[src/rtl/ps2_digit_entry.sv]
// PS/2 keyboard front end for the card-validation datapath: conditions the raw
// lines, receives 11-bit frames and turns digit / Enter / Esc presses into strobes.
module ps2_digit_entry #(
    parameter int FILTER_LEN     = 8,
    parameter int TIMEOUT_CYCLES = 50000
) (
    input  logic       CLOCK_50,
    input  logic       reset,
    input  logic       PS2_CLK,
    input  logic       PS2_DAT,
    output logic [3:0] digit,
    output logic       digit_valid,
    output logic       start_pulse,
    output logic       clear_pulse,
    output logic       frame_error,
    output logic [7:0] last_code,
    output logic [1:0] rx_state_dbg,
    output logic [1:0] dec_state_dbg
);
    // Handshake: every output strobe is a one-cycle pulse with no ready/backpressure;
    // the consumer must take digit in the cycle digit_valid is high.
    typedef enum logic [1:0] {RX_IDLE, RX_DATA, RX_PARITY, RX_STOP} rx_state_t;
    typedef enum logic [1:0] {D_NORM, D_BRK, D_EXT, D_EXTBRK} dec_state_t;

    localparam int FC_W = (FILTER_LEN > 1) ? $clog2(FILTER_LEN) : 1;
    localparam int TO_W = $clog2(TIMEOUT_CYCLES + 1);
    localparam logic [FC_W-1:0] FC_LAST = FC_W'(FILTER_LEN - 1);
    localparam logic [TO_W-1:0] TO_MAX  = TO_W'(TIMEOUT_CYCLES);

    logic            clk_s1, clk_s2, dat_s1, dat_s2;
    logic            clk_filt;
    logic [FC_W-1:0] filt_cnt;
    logic            sample_evt;

    rx_state_t       rx_state, rx_next;
    logic [2:0]      bit_cnt;
    logic [7:0]      shift_reg;
    logic            parity_bit;
    logic [TO_W-1:0] to_cnt;
    logic            timeout_hit, byte_accept, byte_reject, byte_ready;

    dec_state_t      dec_state, dec_next;
    logic [7:0]      held, held_next;
    logic [3:0]      digit_next;
    logic            emit_digit, emit_start, emit_clear;
    logic [4:0]      dig_dec;

    always_ff @(posedge CLOCK_50) begin
        if (reset) begin
            clk_s1 <= 1'b1; clk_s2 <= 1'b1;
            dat_s1 <= 1'b1; dat_s2 <= 1'b1;
        end else begin
            clk_s1 <= PS2_CLK; clk_s2 <= clk_s1;
            dat_s1 <= PS2_DAT; dat_s2 <= dat_s1;
        end
    end

    // The filtered clock flips on the FILTER_LEN-th consecutive differing sample.
    always_ff @(posedge CLOCK_50) begin
        if (reset) begin
            clk_filt <= 1'b1;
            filt_cnt <= '0;
        end else if (clk_s2 == clk_filt) begin
            filt_cnt <= '0;
        end else if (filt_cnt == FC_LAST) begin
            clk_filt <= clk_s2;
            filt_cnt <= '0;
        end else begin
            filt_cnt <= filt_cnt + 1'b1;
        end
    end

    assign sample_evt  = clk_filt & ~clk_s2 & (filt_cnt == FC_LAST);
    assign timeout_hit = (rx_state != RX_IDLE) && (to_cnt == TO_MAX);

    always_comb begin
        rx_next     = rx_state;
        byte_accept = 1'b0;
        byte_reject = 1'b0;
        if (timeout_hit) begin
            rx_next     = RX_IDLE;
            byte_reject = 1'b1;
        end else if (sample_evt) begin
            case (rx_state)
                RX_IDLE:   if (!dat_s2) rx_next = RX_DATA;
                RX_DATA:   if (bit_cnt == 3'd7) rx_next = RX_PARITY;
                RX_PARITY: rx_next = RX_STOP;
                RX_STOP: begin
                    rx_next = RX_IDLE;
                    if (dat_s2 && (^{shift_reg, parity_bit})) byte_accept = 1'b1;
                    else                                      byte_reject = 1'b1;
                end
                default:   rx_next = RX_IDLE;
            endcase
        end
    end

    always_ff @(posedge CLOCK_50) begin
        if (reset) rx_state <= RX_IDLE;
        else       rx_state <= rx_next;
    end

    always_ff @(posedge CLOCK_50) begin
        if (reset) begin
            bit_cnt     <= '0;
            shift_reg   <= '0;
            parity_bit  <= 1'b0;
            to_cnt      <= '0;
            byte_ready  <= 1'b0;
            frame_error <= 1'b0;
            last_code   <= '0;
        end else begin
            byte_ready  <= byte_accept;
            frame_error <= byte_reject;
            if (byte_accept) last_code <= shift_reg;
            if (sample_evt) begin
                to_cnt <= '0;
                case (rx_state)
                    RX_IDLE: bit_cnt <= '0;
                    RX_DATA: begin
                        shift_reg <= {dat_s2, shift_reg[7:1]};
                        bit_cnt   <= bit_cnt + 3'd1;
                    end
                    RX_PARITY: parity_bit <= dat_s2;
                    default: ;
                endcase
            end else if (to_cnt != TO_MAX) begin
                to_cnt <= to_cnt + 1'b1;
            end
        end
    end

    // {is_digit, value} for number-row and keypad make codes.
    function automatic logic [4:0] decode_digit(input logic [7:0] code);
        case (code)
            8'h45, 8'h70: decode_digit = {1'b1, 4'd0};
            8'h16, 8'h69: decode_digit = {1'b1, 4'd1};
            8'h1E, 8'h72: decode_digit = {1'b1, 4'd2};
            8'h26, 8'h7A: decode_digit = {1'b1, 4'd3};
            8'h25, 8'h6B: decode_digit = {1'b1, 4'd4};
            8'h2E, 8'h73: decode_digit = {1'b1, 4'd5};
            8'h36, 8'h74: decode_digit = {1'b1, 4'd6};
            8'h3D, 8'h6C: decode_digit = {1'b1, 4'd7};
            8'h3E, 8'h75: decode_digit = {1'b1, 4'd8};
            8'h46, 8'h7D: decode_digit = {1'b1, 4'd9};
            default:      decode_digit = 5'd0;
        endcase
    endfunction

    assign dig_dec = decode_digit(last_code);

    // last_code carries the accepted byte in the cycle byte_ready is high.
    always_comb begin
        dec_next   = dec_state;
        held_next  = held;
        digit_next = digit;
        emit_digit = 1'b0;
        emit_start = 1'b0;
        emit_clear = 1'b0;
        if (byte_ready) begin
            case (dec_state)
                D_NORM: begin
                    if (last_code == 8'hF0)      dec_next = D_BRK;
                    else if (last_code == 8'hE0) dec_next = D_EXT;
                    else begin
                        held_next = last_code;
                        if (last_code != held) begin
                            if (dig_dec[4]) begin
                                emit_digit = 1'b1;
                                digit_next = dig_dec[3:0];
                            end else if (last_code == 8'h5A) begin
                                emit_start = 1'b1;
                            end else if (last_code == 8'h76) begin
                                emit_clear = 1'b1;
                            end
                        end
                    end
                end
                D_BRK: begin
                    dec_next = D_NORM;
                    if (last_code == held) held_next = 8'h00;
                end
                D_EXT: begin
                    if (last_code == 8'hF0) dec_next = D_EXTBRK;
                    else begin
                        dec_next = D_NORM;
                        if (last_code == 8'h5A) emit_start = 1'b1;
                    end
                end
                D_EXTBRK: begin
                    dec_next  = D_NORM;
                    held_next = 8'h00;
                end
                default: dec_next = D_NORM;
            endcase
        end
    end

    always_ff @(posedge CLOCK_50) begin
        if (reset) begin
            dec_state   <= D_NORM;
            held        <= 8'h00;
            digit       <= 4'd0;
            digit_valid <= 1'b0;
            start_pulse <= 1'b0;
            clear_pulse <= 1'b0;
        end else begin
            dec_state   <= dec_next;
            held        <= held_next;
            digit       <= digit_next;
            digit_valid <= emit_digit;
            start_pulse <= emit_start;
            clear_pulse <= emit_clear;
        end
    end

    assign rx_state_dbg  = rx_state;
    assign dec_state_dbg = dec_state;
endmodule

[config.mk]
export PLATFORM = sky130hd
export DESIGN_NAME = ps2_digit_entry
export DESIGN_NICKNAME = d
export VERILOG_FILES = /design/src/rtl/ps2_digit_entry.sv
export SDC_FILE = /design/constraint.sdc
export NUM_CORES = 1
export LEC_CHECK = 0
export ABC_AREA = 1
export CORE_AREA = 5 5 110 70
export DETAILED_ROUTE_END_ITERATION = 7
export DIE_AREA = 0 0 115 75
export PLACE_DENSITY_LB_ADDON = 0.3
export SETUP_SLACK_MARGIN = 0.15
export SLEW_MARGIN = 25
export SYNTH_ARGS = -nofsm -noshare
export SYNTH_HDL_FRONTEND = slang
export SYNTH_SLANG_ARGS = --single-unit
[constraint.sdc]
create_clock -name CLOCK_50 -period 2.05 [get_ports CLOCK_50]
set_input_delay 0.615 -clock CLOCK_50 [delete_from_list [all_inputs] [get_ports CLOCK_50]]
set_output_delay 0.615 -clock CLOCK_50 [all_outputs]
set_load 0.01 [all_outputs]
==> flow_summary.yaml <==
outcome:
  status: "complete, no violations"
power:
  p_sw_uw: 524
  pwr-share-clk_pct: 45.8
  power.density_nw_per_um2: 605
  internal-power_mw: 1.96
  vdd_ir_drop_max_mv: 0.395
  leakagePower_nw: 1.85
  seqPwrFrac_pct: 51.5
  p_sw_share_pct: 21.1
  finalPower_mw: 2.48
  p_comb_share_pct: 2.6
layout:
  drive_gt1_share_pct: 11.8
  fin_area_sq_um: 4100
  largest_reg_flops: 16
  final_nets: 569
  regMostFlops: "to_cnt"
  area_growth_pct: 16.6
  seq_area_sq_um: 1310
  fillers: 622
  final_common_cell: "nand2_1"
  fin_util_pct: 62.5
  diodes: 0
  multi_input_area_sq_um: 1900
  final_cell_mix: "150 x nand2_1, 67 x inv_1, 61 x nor2_1"
routing:
  drt-total-wl_mm: 8.20
  drtAntennaViolNets: 0
  route.detailed.drc: 0
  wl_per_cell_um: 12.7
  num_vias: 3315
  avgViaCountPerCell: 5.13
  drtIter0Drc: 298
  firstDrtPassIters: 5
critical_path:
  crit_buf_inv: 1
  max_stage_delay_ps: 530
  worstPathCellList: "clkdlybuf4s50_1"
  endpoint_kind: "output port"
  worstSetupStartpointType: "flip-flop"
  cpMaxStageDelayCell: "clkdlybuf4s50_1"
  crit_fanout: 2
  r2r_slack_ps: 340
  cp_data_required_time_ps: 1430
  r2r_start: "last_code[3]"
  cp.arrival_ps: 1200
  regToRegEndpoint: "held[5]"
  ff2ff_path_depth: 9
  critPathKind: "flip-flop to output port"
  path_delay_family: "buffers and inverters"
logic_synthesis:
  seq_area_frac_synth_pct: 37.0
  syn_inst: 525
  ys.flop_type: "dfxtp_1"
  ys_seq_elements: 65
  synth_area_per_cell_sq_um: 6.70
  ys_warn_count: 0
  syn_area_sq_um: 3520
  synthesis.nets: 540
  async_flop_share_pct: 0
  synth_edf_count: 0
  ys_types: 36
global_route:
  grt_usage_pct: 19.6
  grt_max_degree: 30
  overflow: 0
  grt_pass1_wl_mm: 13.1
  grt_pass1_vias: 2801
  antenna_found_initial: 0
timing:
  rsz0062_at_grt: "false"
  timing.final.crit_share_pct: 88.6
  final.setup.tns_ps: 0
  fmax_mhz: 551
  max-slew-margin-rel_pct: 66.1
  finalSetupViolCount: 0
  worstMarginPinSlew_ps: 508
  period_needed_ps: 1820
  slew_violations: 0
  finalHoldViolations: 0
  layout_setup_ws_ps: 235
  finClkSkew_ps: 7.87
cts:
  clk_latency_ps: 350
  clock-sinks: 65
  cts_buffers: 9
  clk_path_buf_depth: 2
  cts-root-buf: "clkbuf_8"
  cts_max_level: 3
  cts_tree: "done"
  cts.clk_slew.worst_paths_ps: 70
  holdBufCountCts: 0
floorplanning:
  die_w_um: 115
  die_h_um: 75
  core_area_sq_um: 6560
  ios: 24
  start_util_pct: 53.6
  fp.dieArea_sq_um: 8630
  num_rows: 23
min_path:
  min_delay_worst_endpoint: "dat_s2"
  hold_depth: 1
  hold_class: "flip-flop to flip-flop"
  hold_start: "dat_s1"
placed_design:
  postPlaceCellArea_sq_um: 3840
  gp_congestion: 0.884
  port_buffers: 23
  hpwl_mm: 5.90
  post-place-ws_ps: 231
flow_run:
  drv_cap: 0
[synth_stat cells (2+ instances only)]
library cell,n,area (sq um)
nor3_1,5,25.0
inv_1,67,251
nor3_2,2,20.0
nor2_2,6,37.5
nand2_2,5,31.3
buf_2,2,10.0
nand4_1,16,100
ha_1,11,138
buf_4,2,15.0
inv_2,5,18.8
or2_2,6,37.5
dfxtp_1,65,1300
a21oi_1,42,210
xor2_1,7,61.3
nor4_1,3,18.8
nand2_1,152,571
nor2_1,63,236
clkbuf_1,8,30.0
xnor2_1,10,87.6
o21ai_0,22,110
nand3_1,11,55.1
[layer usage]
metal  GRT usage (%)  vias to the layer above  wire length (um)
met3            7.31                        6               803
li1                -                     1708                 -
met1            27.6                     1489              4090
met2            27.8                      112              3260
met4            6.51                        0                46
met5               0                        -                 0
[how the worst max path moves through the flow]
stage / from / cells after the start / slack, ps / to
after floorplan: rx_state_dbg[0] / 9 / 470 / last_code[0]
after global placement: reset / 5 / 280 / rx_state_dbg[1]
after detailed placement: rx_state_dbg[0] / 9 / 230 / last_code[1]
after CTS: last_code[5] / 1 / 80 / last_code[5]
after global routing: last_code[3] / 10 / 140 / held[5]
final: digit[0] / 1 / 230 / digit[0]
[logic make-up after synthesis]
group / Yosys count / share of synthesized area, %
XOR/XNOR: 17 / 4.23
AO/OA/AOI/OAI: 69 / 10.3
buffers and inverters: 87 / 9.89
AND/OR/NAND/NOR: 276 / 34.6
adder cells (fa/ha/maj): 11 / 3.91
flip-flops: 65 / 37.0
[power by group through the flow]
stage	Combinational (mW)	Clock, mW	Sequential, mW
global route	0.0757	1.24	1.28
global placement	0.0633	0	1.31
floorplan	0.0415	0	1.31
finish	0.0656	1.14	1.28
detailed placement	0.0652	0	1.31
CTS	0.0655	1.17	1.28
[through the flow]
stage,cells,hold slack (ps)
finish,646,412
floorplan,525,389
CTS,643,413
global placement,627,393
global route,646,440
detailed placement,627,397
[cell type report]
cell class / count / share of cell area [%]
clock buffer: 14 / 4.21
inverter: 73 / 6.77
sequential: 65 / 32.0
clock inverter: 2 / 0.854
timing repair inverter: 1 / 0.122
tap: 87 / 2.65
timing repair buffer: 30 / 7.05
multi-input combinational: 374 / 46.3
[timing repair]
action,4_1_cts,5_1_grt
endpoints found under the setup margin,12,19
cloned,0,2
gates resized for setup,19,10
pin swaps,0,1
setup buffers,0,1
Power figures use the tool's default switching activity.
